$ cat config.mk
export PLATFORM = sky130hd
export DESIGN_NAME = textbuffer_flat
export DESIGN_NICKNAME = d
export VERILOG_FILES = /design/src/rtl/textbuffer_if.sv /design/src/rtl/textbuffer.sv /design/src/flat_wrapper.sv
export SDC_FILE = /design/constraint.sdc
export NUM_CORES = 1
export LEC_CHECK = 0
export ABC_AREA = 1
export BUFFER_PORTS_ARGS = -buffer_cell sky130_fd_sc_hd__buf_2
export CAP_MARGIN = 5
export CORE_ASPECT_RATIO = 1.25
export CORE_MARGIN = 8
export CORE_UTILIZATION = 40
export CTS_CLUSTER_SIZE = 16
export DETAILED_ROUTE_END_ITERATION = 12
export HOLD_SLACK_MARGIN = 0.03
export PLACE_DENSITY = 0.7
export SLEW_MARGIN = 20
export SYNTH_ARGS = -nofsm -noshare
export SYNTH_HDL_FRONTEND = slang
export SYNTH_SLANG_ARGS = --single-unit
$ cat constraint.sdc
create_clock -name clk_i -period 3.3 [get_ports clk_i]
set_clock_uncertainty 0.05 [all_clocks]
set_input_delay 0 -clock clk_i [delete_from_list [all_inputs] [get_ports clk_i]]
set_output_delay 0 -clock clk_i [all_outputs]
set_load 0.03 [all_outputs]
$ cat src/rtl/textbuffer_if.sv
// Byte-stream handshake into the text buffer: the producer drives data/valid,
// and the buffer answers with ready.
interface textbuffer_if;
    logic [7:0] data;
    logic       valid;
    logic       ready;

    modport master (output data, output valid, input ready);
    modport slave  (input data, input valid, output ready);
endinterface

$ cat src/rtl/textbuffer.sv
// Character buffer ahead of the textbox renderer. Incoming bytes edit a shadow
// line, and that line is copied to the display array once per frame, so a half-written line is never shown.
//
// state   | meaning
// --------+-----------------------------------------------------------
// S_IDLE  | ready for bytes; edits shadow and commits on frame
// S_CLEAR | wipes one shadow cell per cycle; input stalled
module textbuffer #(
    parameter int         COLS      = 8,
    parameter logic [7:0] FILL_CHAR = 8'h20
) (
    input  logic                     clk_i,
    input  logic                     reset_i,
    textbuffer_if.slave              in_if,
    input  logic                     frame_i,
    output logic [7:0]               chars_o [COLS],
    output logic [$clog2(COLS)-1:0]  cursor_o,
    output logic                     dirty_o
);

    localparam int CW = $clog2(COLS);
    typedef logic [CW-1:0] idx_t;
    localparam idx_t LAST = idx_t'(COLS - 1);

    typedef enum logic {
        S_IDLE,
        S_CLEAR
    } state_t;

    state_t     state_q;
    logic [7:0] shadow_q [COLS];
    logic [7:0] chars_q  [COLS];
    idx_t       cursor_q;
    idx_t       clr_idx_q;
    logic       dirty_q;
    logic       commit_pending_q;
    logic       ready_q;

    idx_t       cursor_fwd_d;
    idx_t       cursor_back_d;
    logic       accept;
    logic       printable;
    logic       commit;

    // Explicit wrap keeps non-power-of-two widths correct.
    always_comb begin
        cursor_fwd_d  = (cursor_q == LAST) ? '0 : cursor_q + idx_t'(1);
        cursor_back_d = cursor_q - idx_t'(1);
        accept        = in_if.valid && ready_q;
        printable     = (in_if.data >= 8'h20) && (in_if.data <= 8'h7E);
        commit        = (state_q == S_IDLE) && ((frame_i && dirty_q) || commit_pending_q);
    end

    always_ff @(posedge clk_i) begin
        if (reset_i) begin
            for (int i = 0; i < COLS; i++) begin
                shadow_q[i] <= FILL_CHAR;
                chars_q[i]  <= FILL_CHAR;
            end
            state_q          <= S_IDLE;
            cursor_q         <= '0;
            clr_idx_q        <= '0;
            dirty_q          <= 1'b0;
            commit_pending_q <= 1'b0;
            ready_q          <= 1'b1;
        end else begin
            // The commit samples shadow before this edge's write; a byte
            // accepted on the same edge re-sets dirty below.
            if (commit) begin
                chars_q          <= shadow_q;
                dirty_q          <= 1'b0;
                commit_pending_q <= 1'b0;
            end

            unique case (state_q)
                S_IDLE: begin
                    if (accept) begin
                        if (printable) begin
                            shadow_q[cursor_q] <= in_if.data;
                            cursor_q           <= cursor_fwd_d;
                            dirty_q            <= 1'b1;
                        end else if (in_if.data == 8'h08) begin
                            if (cursor_q != '0) begin
                                shadow_q[cursor_back_d] <= FILL_CHAR;
                                cursor_q                <= cursor_back_d;
                                dirty_q                 <= 1'b1;
                            end
                        end else if (in_if.data == 8'h0D) begin
                            cursor_q <= '0;
                        end else if (in_if.data == 8'h0C) begin
                            cursor_q  <= '0;
                            clr_idx_q <= '0;
                            ready_q   <= 1'b0;
                            state_q   <= S_CLEAR;
                        end
                    end
                end
                S_CLEAR: begin
                    shadow_q[clr_idx_q] <= FILL_CHAR;
                    if (frame_i) begin
                        commit_pending_q <= 1'b1;
                    end
                    if (clr_idx_q == LAST) begin
                        dirty_q <= 1'b1;
                        ready_q <= 1'b1;
                        state_q <= S_IDLE;
                    end else begin
                        clr_idx_q <= clr_idx_q + idx_t'(1);
                    end
                end
                default: state_q <= S_IDLE;
            endcase
        end
    end

    assign chars_o     = chars_q;
    assign cursor_o    = cursor_q;
    assign dirty_o     = dirty_q;
    assign in_if.ready = ready_q;

endmodule

$ cat src/flat_wrapper.sv
// flat-port wrapper written by rule: the top's interface ports become plain ports
module textbuffer_flat 
#(
    parameter int         COLS      = 8,
    parameter logic [7:0] FILL_CHAR = 8'h20
)
  (clk_i, reset_i, frame_i, chars_o, cursor_o, dirty_o, in_if_data, in_if_valid, in_if_ready);
  textbuffer_if in_if_i ();
  input  logic clk_i;
  input  logic reset_i;
  input  logic frame_i;
  output logic [7:0] chars_o[COLS];
  output logic [$clog2(COLS)-1:0] cursor_o;
  output logic dirty_o;
  input wire logic [$bits(in_if_i.data)-1:0] in_if_data;
  input wire logic [$bits(in_if_i.valid)-1:0] in_if_valid;
  output wire logic [$bits(in_if_i.ready)-1:0] in_if_ready;
  assign in_if_i.data = in_if_data;
  assign in_if_i.valid = in_if_valid;
  assign in_if_ready = in_if_i.ready;
  textbuffer #(.COLS(COLS), .FILL_CHAR(FILL_CHAR)) u_core (.clk_i(clk_i), .reset_i(reset_i), .in_if(in_if_i), .frame_i(frame_i), .chars_o(chars_o), .cursor_o(cursor_o), .dirty_o(dirty_o));
endmodule
Word-level counts from Yosys, hierarchy flattened
Index checks and enable logic that the tools add are counted.
{ "totals": {"input_bits": 12, "out_inout_bits": 69, "romBits": 0, "wordCells": 120, "ff_bits": 138, "ramBits": 0, "memories": 0, "latch_bits": 0} }
{ "classes": {"add_sub_neg": 3, "mul": 0, "n_reduce_logical": 14, "shift": 0, "n_eq_ne": 15, "div": 0, "mux": 48, "n_lt_le_gt_ge": 8, "n_bitwise": 10} }
{ "ops": {"columns": ["cell", "n"], "rows": [
  ["$mux W64", 4],
  ["$pmux W64 S2", 1],
  ["$and A56 B56 Y56", 2],
  ["$not A56 Y56", 2],
  ["$demux W8 S3", 3],
  ["$bwmux W64", 1],
  ["$mux W3", 11],
  ["$eq A8 B4 Y1 const B", 3],
  ["$mux W8", 3],
  ["$mux W1", 21],
  ["$or A8 B8 Y8", 2],
  ["$ge A4 B4 Y1 const B", 3],
  ["$lt A4 B1 Y1 const B", 3],
  ["$ne A2 B2 Y1 const B", 6],
  ["$not A3 Y4", 3],
  ["$reduce_and A6 Y1", 2],
  ["$ne A3 B2 Y1 const B", 3],
  ["$ge A8 B6 Y1 const B", 1],
  ["$le A8 B7 Y1 const B", 1],
  ["$logic_and A1 B1 Y1", 7],
  ["$add A3 B1 Y3 const B", 2],
  ["$eq A3 B3 Y1 const B", 2],
  ["$pmux W1 S2", 3],
  ["$pmux W3 S2", 1],
  ["other kinds (8)", 8]
]} }

Longest topological paths before layout
Gate-level depths: netlist of the first run.
{ "logic_depth": {"word_depth": 13, "mapped_depth": 14, "ltp_nobuf": 12} }

Worst setup path after synthesis of the first run
Ideal clock, no wire load.
{ "synth_path": {"path_kind": "flip-flop to flip-flop", "start": "reg u_core.cursor_q[0], in the netlist u_core.cursor_o[0]", "end": "reg u_core.shadow_q[10] (netlist bit)", "n_path_buf": 2, "period_less_slack_ns": 2.285, "arrival_ns": 2.102, "stages_incl_launch_ff": 13, "setup_ns": 0.132, "path_slack_ns": 1.015, "required_time_ns": 3.118, "path_cell_list": "dfxtp_1 > clkbuf_1 > inv_1 > buf_2 > ha_1 > inv_1 > nand4_1 > nand3_1 > nand2_1 > nand2_1 > nand2_1 > nand2_1 > a21oi_1"} }
{ "synth_between": {"elab_chain_cells": 13, "elab_cells_between_ends": 24, "cone_classes": "add/sub (1); order compare (4); eq/ne (1); mux (10); bitwise (4); reduce/logical (4)"} }
{ "synth_rtl": {"columns": ["item", "line", "rtl"], "rows": [
  ["start: declaration", "textbuffer.sv:33", "idx_t cursor_q;"],
  ["start signal: assignment", "textbuffer.sv:80", "cursor_q <= cursor_fwd_d;"],
  ["start signal: assignment", "textbuffer.sv:85", "cursor_q <= cursor_back_d;"],
  ["$sub A3 B1 Y3", "textbuffer.sv:48", "cursor_back_d = cursor_q - idx_t'(1);"],
  ["$not A3 Y4 (not written as such)", "textbuffer.sv:84", "shadow_q[cursor_back_d] <= FILL_CHAR;"],
  ["$ge A4 B4 Y1 (not written as such) / $lt A4 B1 Y1 (equally long branches)", "textbuffer.sv:84", null],
  ["$logic_and A1 B1 Y1 (not written as such)", "textbuffer.sv:84", null],
  ["$mux W8 (not written as such)", "textbuffer.sv:84", null],
  ["$demux W8 S3", "textbuffer.sv:84", null],
  ["$not A56 Y56 (no line)", null, null],
  ["$and A56 B56 Y56 (no line)", null, null],
  ["$mux W64", "textbuffer.sv:83", "if (cursor_q != '0) begin"],
  ["$mux W64", "textbuffer.sv:82", "end else if (in_if.data == 8'h08) begin"],
  ["$mux W64", "textbuffer.sv:78", "if (printable) begin"],
  ["$mux W64", "textbuffer.sv:77", "if (accept) begin"],
  ["$pmux W64 S2", "textbuffer.sv:75", "unique case (state_q)"],
  ["end signal: indexed assignment", "textbuffer.sv:79", "shadow_q[cursor_q] <= in_if.data;"],
  ["end: declaration", "textbuffer.sv:31", "logic [7:0] shadow_q [COLS];"]
]} }
Parallel ways exist; a longest one is shown, timed or not. The select of a mux whose other input is x is not followed.
A chain may end at the register's enable or synchronous reset.

Worst setup path in the final report of the first run
{ "layout_path": {"start": "reg u_core.cursor_q[0], in the netlist u_core.cursor_o[0]", "end": "reg u_core.shadow_q[4] (netlist bit)"} }
The elaborated chain is that of the path after synthesis.

==> impl_metrics.csv, run 1 <==
group,metric,value,unit
status,status,"complete, no violations",
power,p_leak,3.81,nW
critical_path,crit_path_start_kind,"flip-flop",
power,switching_share,28.3,%
detailed_routing,drt_first_pass_iters,5,
sta,setup_viol,0,
finish,antenna_cells,0,
clocking,clockBufferDepth,2,
yosys,avgSynthCellArea,6.33,um^2
grt,grt_util_all_layers,18.9,%
clocking,clk_pin_slew_worst_paths,60,ps
critical_path,end_kind,"flip-flop",
clocking,cts_setup_buffers,0,
grt,grt_max_degree,79,
sta,finalHoldViolations,0,
yosys,synth_cells,1129,
detailed_routing,initialDrtViolationCount,516,
sta,min_period_over_period,73.6,%
yosys,yosysWarnings,0,
power,pwr-share-seq,42.4,%
place,dpl.cell_count,1384,
sta,period_needed,2430,ps
floorplanning,initial_core_util,40.9,%
clocking,cts_root_buffer,"clkbuf_16",
yosys,synth_seq_area_share,38.6,%
detailed_routing,ant_nets,0,
clocking,tritoncts,"done",
detailed_routing,vias,7436,
finish,multi_input_area,3950,um^2
floorplanning,dieWidth,136,um
grt,grt_overflow,0,
detailed_routing,wl_per_cell,14.7,um
hold_path,min_path_type,"in2reg",
grt,antenna_found_initial,0,
sta,relSlewSlack,38.2,%
floorplanning,die_area,22400,um^2
clocking,htree_levels,4,
critical_path,cp.arrival,2650,ps
detailed_routing,viasPerCell,5.24,
sta,fin_tns_setup,0,ps
floorplanning,fp-row-count,54,
clocking,cts_sinks,138,
sta,tightest_slew,927,ps
finish,syn_to_final_growth,15.9,%
power,p_sw,1.17,mW
yosys,syn_area,7150,um^2
yosys,syn-num-nets,1147,
finish,nets,1201,
yosys,yosysUniqueCellTypes,31,
floorplanning,io_pins,81,
finish,final_layout_size_suffix_gt1_share,12.3,%
place,dp_hpwl,13600,um
power,power_density,498,nW/um^2
power,ir_worst_vdd,329,uV
critical_path,path_class,"reg2reg",
grt,grt_pass1_wl,34300,um
place,io_buffers,80,
floorplanning,die_y,165,um
detailed_routing,wl,20900,um
finish,final-seq-area,2760,um^2
grt,grt_pass1_vias,6708,
place,gp_congestion,0.966,
critical_path,required,3520,ps
power,p_clk_share,45.3,%
clocking,insertion_delay,430,ps
sta,rsz0062_at_grt,"false",
finish,instances_no_fill,1420,
power,pwr-share-comb,12.2,%
detailed_routing,post-route-drc-count,0,
finish,fill_cells,1851,
sta,finalMaxSlewViolations,0,
sta,fmax,412,MHz
flow_run,drv_cap,0,
critical_path,cp_max_fo,12,
clocking,cts_buffers,17,
yosys,yosys_register_bits,138,
floorplanning,coreArea,17500,um^2
power,power.internal,2.96,mW
## cell usage in the layout, fill, tap and decap left out, drive strengths merged
| cell | count |
|---|---|
| a31oi | 1 |
| nand4 | 6 |
| dfxtp | 138 |
| o21ai | 84 |
| inv | 54 |
| o211ai | 1 |
| clkinv | 13 |
| nand2 | 323 |
| nor2 | 193 |
| a21o | 1 |
| bufinv | 2 |
| buf | 89 |
| clkinvlp | 1 |
| nand3 | 178 |
| or2 | 1 |
| nor3 | 15 |
| dlygate4sd3 | 4 |
| o22ai | 5 |
| clkbuf | 18 |
| a21oi | 63 |
| ha | 6 |
## flip-flops by register name (all words and copies together) (netlist names)
signal / count
u_core.chars_o: 64
u_core.clr_idx_q: 3
u_core.commit_pending_q: 1
u_core.cursor_o: 3
u_core.dirty_o: 1
u_core.in_if.ready: 1
u_core.shadow_q: 64
u_core.state_q: 1
## stage by stage
step                      power [mW]  hold slack, ps  area [um^2]  setup slack, ps  utilization (%)
after global placement          2.28             234         7670             1020             43.8
after detailed placement        2.29             239         7670              955             43.8
after global routing            4.30             187         8290              643             47.4
after floorplan                 2.14             121         7150             1020                -
after CTS                       4.17             130         8290              924             47.4
final                           4.13             147         8290              871             47.4
## logic make-up after synthesis
family,share of synthesized area [%]
buffers and inverters,6.19
AND/OR/NAND/NOR,42.9
flip-flops,38.6
AO/OA/AOI/OAI,11.2
adder cells (fa/ha/maj),1.05
## Yosys cell counts, drive strengths merged
| library cell | n | area share [%] |
|---|---|---|
| a21o | 1 | 0.11 |
| dfxtp | 138 | 39 |
| o22ai | 5 | 0.44 |
| clkbuf | 45 | 2.4 |
| nand3 | 178 | 13 |
| nor3 | 15 | 1.0 |
| inv | 54 | 2.8 |
| nand4 | 6 | 0.52 |
| clkinv | 2 | 0.11 |
| nand2 | 323 | 17 |
| o21ai | 84 | 5.9 |
| o211ai | 1 | 0.11 |
| nor2 | 193 | 11 |
| ha | 6 | 1.0 |
| or2 | 1 | 0.088 |
| a31oi | 1 | 0.088 |
| a21oi | 63 | 4.6 |
| buf | 13 | 0.89 |
## area by class of cell
class / count / share of cell area (%)
Timing Repair Buffer: 93 / 6.13
Clock buffer: 18 / 5.18
Tap cell: 224 / 3.38
Clock inverter: 14 / 1.80
Multi-Input combinational cell: 877 / 47.6
Inverter: 56 / 2.55
Sequential cell: 138 / 33.3
## repair_timing
item                                   in CTS  in global routing
endpoints found under the hold margin       6                  0
gates resized for setup                     0                  0
hold buffers                                4                  0
## worst max-delay path: stages (launching register included)
cell	delay, ps
dfxtp_1	540
inv_1	270
ha_1	430
inv_1	180
nand4_1	330
nand3_1	200
nand2_1	70
nand2_1	60
nand2_1	40
nand2_1	50
a21oi_1	60
## power by group through the flow
stage                     Clock (mW)  Sequential (mW)  Combinational, mW
after global routing            1.99             1.76              0.556
after floorplan                    0             1.87              0.280
after global placement             0             1.79              0.495
after detailed placement           0             1.79              0.501
final                           1.87             1.75              0.506
after CTS                       1.91             1.75              0.507
## per-layer routing
| metal | track usage (%) | vias to the layer above | routed length, um |
|---|---|---|---|
| met2 | 31.0 | 247 | 9820 |
| li1 | - | 3787 | - |
| met3 | 3.72 | 35 | 1350 |
| met1 | 23.4 | 3367 | 9150 |
| met5 | 0 | - | 0 |
| met4 | 9.05 | 0 | 568 |
## path summary, 6_finish.rpt
kind                  startpoint                  end  slack (ps)  cells past startpoint
max           u_core.cursor_o[0]   u_core.shadow_q[4]         870                     10
min                in_if_data[2]   u_core.cursor_o[2]         150                      7
max reg2reg   u_core.cursor_o[0]   u_core.shadow_q[4]         870                     10
min reg2reg  u_core.shadow_q[15]  u_core.shadow_q[15]         390                      2
No activity file was read; power rests on OpenSTA's default activity.
==> run 2, diff against run 1 <==
Settings changed: ABC_AREA 1 to 0, PLACE_DENSITY 0.7 to 0.74.
Clock period 3.3 ns to 2 ns, I/O delays scaled along.
==> run 2 against run 1 <==
  * Final cell count is 37% lower
  * Clock power rose by 79%
  * Cell area fell by 16%
  * Clock-buffer cell count up 1
  * Sequential share of layout area grew 6.4 points
  * Sequential power up 60%
  * Power increased by 60%
  * Worst hold slack got worse by 110 ps
  * Flip-flop and latch count is the same
  * Synthesized cell count down 47%
  * Non-clock buffer count increased by 36
  * Critical path type is now in2reg
  * Largest cell class is now registers
  * Largest power group unchanged
==> impl_metrics.csv, run 2 <==
group,metric,value,unit
critical_path,cp.arrival,2190,ps
place,gp_congestion,0.886,
clocking,clk_pin_slew_worst_paths,60,ps
critical_path,cp_common_cell,"dlygate4sd3_1",
finish,final_common_cell,"nand2_1",
floorplanning,initial_core_util,40.7,%
clocking,htree_levels,4,
hold_path,worstHoldStart,"in_if_data[4]",
yosys,synth_edf_count,0,
clocking,clockBufferDepth,2,
yosys,synth.largest_area_cell,"dfxtp_1",
floorplanning,coreArea,13100,um^2
clocking,tritoncts,"done",
detailed_routing,viasPerCell,5.37,
yosys,yosysUniqueCellTypes,57,
yosys,yosysWarnings,0,
place,io_buffers,80,
clocking,cts_setup_buffers,0,
detailed_routing,drt_first_pass_iters,5,
yosys,yosys_register_bits,138,
finish,final-seq-area,2770,um^2
yosys,synth_common_cells,"nand2_1, dfxtp_1, a21oi_1",
floorplanning,fp-row-count,47,
finish,multi_input_area,2510,um^2
sta,period_needed,1960,ps
yosys,avgSynthCellArea,8.87,um^2
clocking,cts_root_buffer,"clkbuf_16",
finish,fin_util,53.1,%
critical_path,max_stage_delay,550,ps
grt,grt_util_all_layers,17.9,%
critical_path,critical_path.startpoint,"in_if_data[3]",
yosys,synth_top_area_share,51.8,%
detailed_routing,vias,4821,
yosys,syn-num-nets,619,
yosys,synth-async-reset-ratio,0,%
hold_path,min_path_type,"in2reg",
detailed_routing,initialDrtViolationCount,300,
grt,grt_overflow,0,
grt,grt_max_degree,75,
critical_path,cp_max_fo,5,
place,dp_hpwl,10900,um
grt,grt_pass1_wl,25100,um
critical_path,reg2reg_from,"u_core.cursor_o[0]",
detailed_routing,wl_per_cell,17.2,um
sta,finalHoldViolations,0,
sta,fmax,511,MHz
critical_path,required,2230,ps
sta,tightest_slew,785,ps
clocking,cts_sinks,138,
detailed_routing,wl,15400,um
critical_path,end_kind,"flip-flop",
flow_run,drv_cap,0,
sta,finalMaxSlewViolations,0,
sta,setup_viol,0,
yosys,synth_area_leaders,"dfxtp_1, nand2_1, o2bb2ai_1",
finish,nets,731,
yosys,syn_area,5330,um^2
clocking,insertion_delay,420,ps
floorplanning,dieWidth,119,um
finish,final_layout_size_suffix_gt1_share,25.5,%
clocking,cts_buffers,17,
floorplanning,io_pins,81,
finish,antenna_cells,0,
finish,syn_to_final_growth,30.7,%
critical_path,path_class,"in2reg",
floorplanning,die_y,145,um
yosys,synth_ff_type,"dfxtp_1",
finish,final_cell_mix,"nand2_1, dfxtp_1, buf_2",
yosys,synth_most_common_cell,"nand2_1",
sta,min_period_over_period,97.8,%
sta,rsz0062_at_grt,"true",
critical_path,path_cells,"dlygate4sd3_1, buf_2, or4b_4, nor3_4, and4b_1, dlygate4sd3_1, o21ai_0",
critical_path,crit_path_start_kind,"primary input",
detailed_routing,post-route-drc-count,0,
power,ir_worst_vdd,500,uV
sta,relSlewSlack,47.6,%
finish,fill_cells,1170,
detailed_routing,ant_nets,0,
status,status,"complete, no violations",
floorplanning,die_area,17300,um^2
yosys,synth_seq_area_share,51.8,%
critical_path,slowest_stage,"dlygate4sd3_1",
power,power_density,947,nW/um^2
power,power,6.60,mW
grt,antenna_found_initial,0,
power,p_leak,2.78,nW
yosys,synth_cells,601,
grt,grt_pass1_vias,4893,
-- run 2: cell types whose count changed after synthesis, sizes merged, moves of 16 or more --
cell	delta
clkbuf	-16
inv	-51
nand2	-171
nand3	-163
nor2	-168
o21ai	-69
o2bb2ai	+48
-- run 2: final cells by class --
class	count	share of cell area (%)
flip-flops and latches	138	39.7
multi-input cells	423	36.1
repair buffers	129	11.9
clock buffers	19	6.50
well taps	171	3.07
clock inverters	13	2.57
inverters	4	0.215
-- run 2: logic make-up (layout without fill, tap and decap cells) --
| group | Yosys count | in the layout | synth area share [%] |
|---|---|---|---|
| compound gates | 175 | 175 | 23.0 |
| xor+xnor | 2 | 2 | 0.328 |
| flops | 138 | 138 | 51.8 |
| simple gates | 234 | 234 | 19.3 |
| buf+inv | 40 | 165 | 3.05 |
| mux | 6 | 6 | 1.15 |
| fa+ha+maj | 6 | 6 | 1.41 |
-- run 2: critical path, delay by kind of cell --
| family | cells | cell delay (ps) |
|---|---|---|
| compound gates | 1 | 90 |
| buf+inv | 3 | 1210 |
| simple gates | 3 | 890 |
-- run 2: path summary, 6_finish.rpt --
kind	slack, ps	to	depth (start not counted)
hold reg to reg	400	u_core.chars_o[62]	2
hold / removal	40	u_core.shadow_q[60]	4
setup reg to reg	120	u_core.shadow_q[63]	7
setup / recovery	40	u_core.in_if.ready	7
-- run 2: layer usage --
metal	global-route usage [%]	share of wire [%]
met5	0	0
met4	7.17	1.9
met3	4.15	4.7
met2	30.9	50
met1	20.9	43
-- run 2: where the power goes --
| part | leakage (nW) | switching, mW | internal [mW] | total [mW] |
|---|---|---|---|---|
| logic | 1.36 | 0.295 | 0.155 | 0.450 |
| registers | 1.12 | 0.0191 | 2.78 | 2.80 |
| clock network | 0.307 | 1.29 | 2.06 | 3.35 |
| total | 2.78 | 1.60 | 5.00 | 6.60 |
-- run 2: metrics by stage --
step / cells / TNS, ps / area (um^2) / hold WS [ps] / setup WS (ps)
after floorplan: 601 / -338 / 5360 / 106 / -41.0
after global placement: 856 / 0 / 6170 / 233 / 53.4
after global routing: 897 / -32.2 / 6970 / 39.1 / -32.2
after CTS: 897 / 0 / 6890 / 37.6 / 13.9
final: 897 / 0 / 6970 / 35.9 / 45.0
after detailed placement: 856 / -51.2 / 6170 / 242 / -17.7
-- run 2: repair_timing --
| item | in CTS | in global routing |
|---|---|---|
| hold buffers | 9 | 0 |
| gates resized for setup | 2 | 14 |
| endpoints found under the setup margin | 7 | 41 |
| hold endpoints to repair | 19 | 0 |
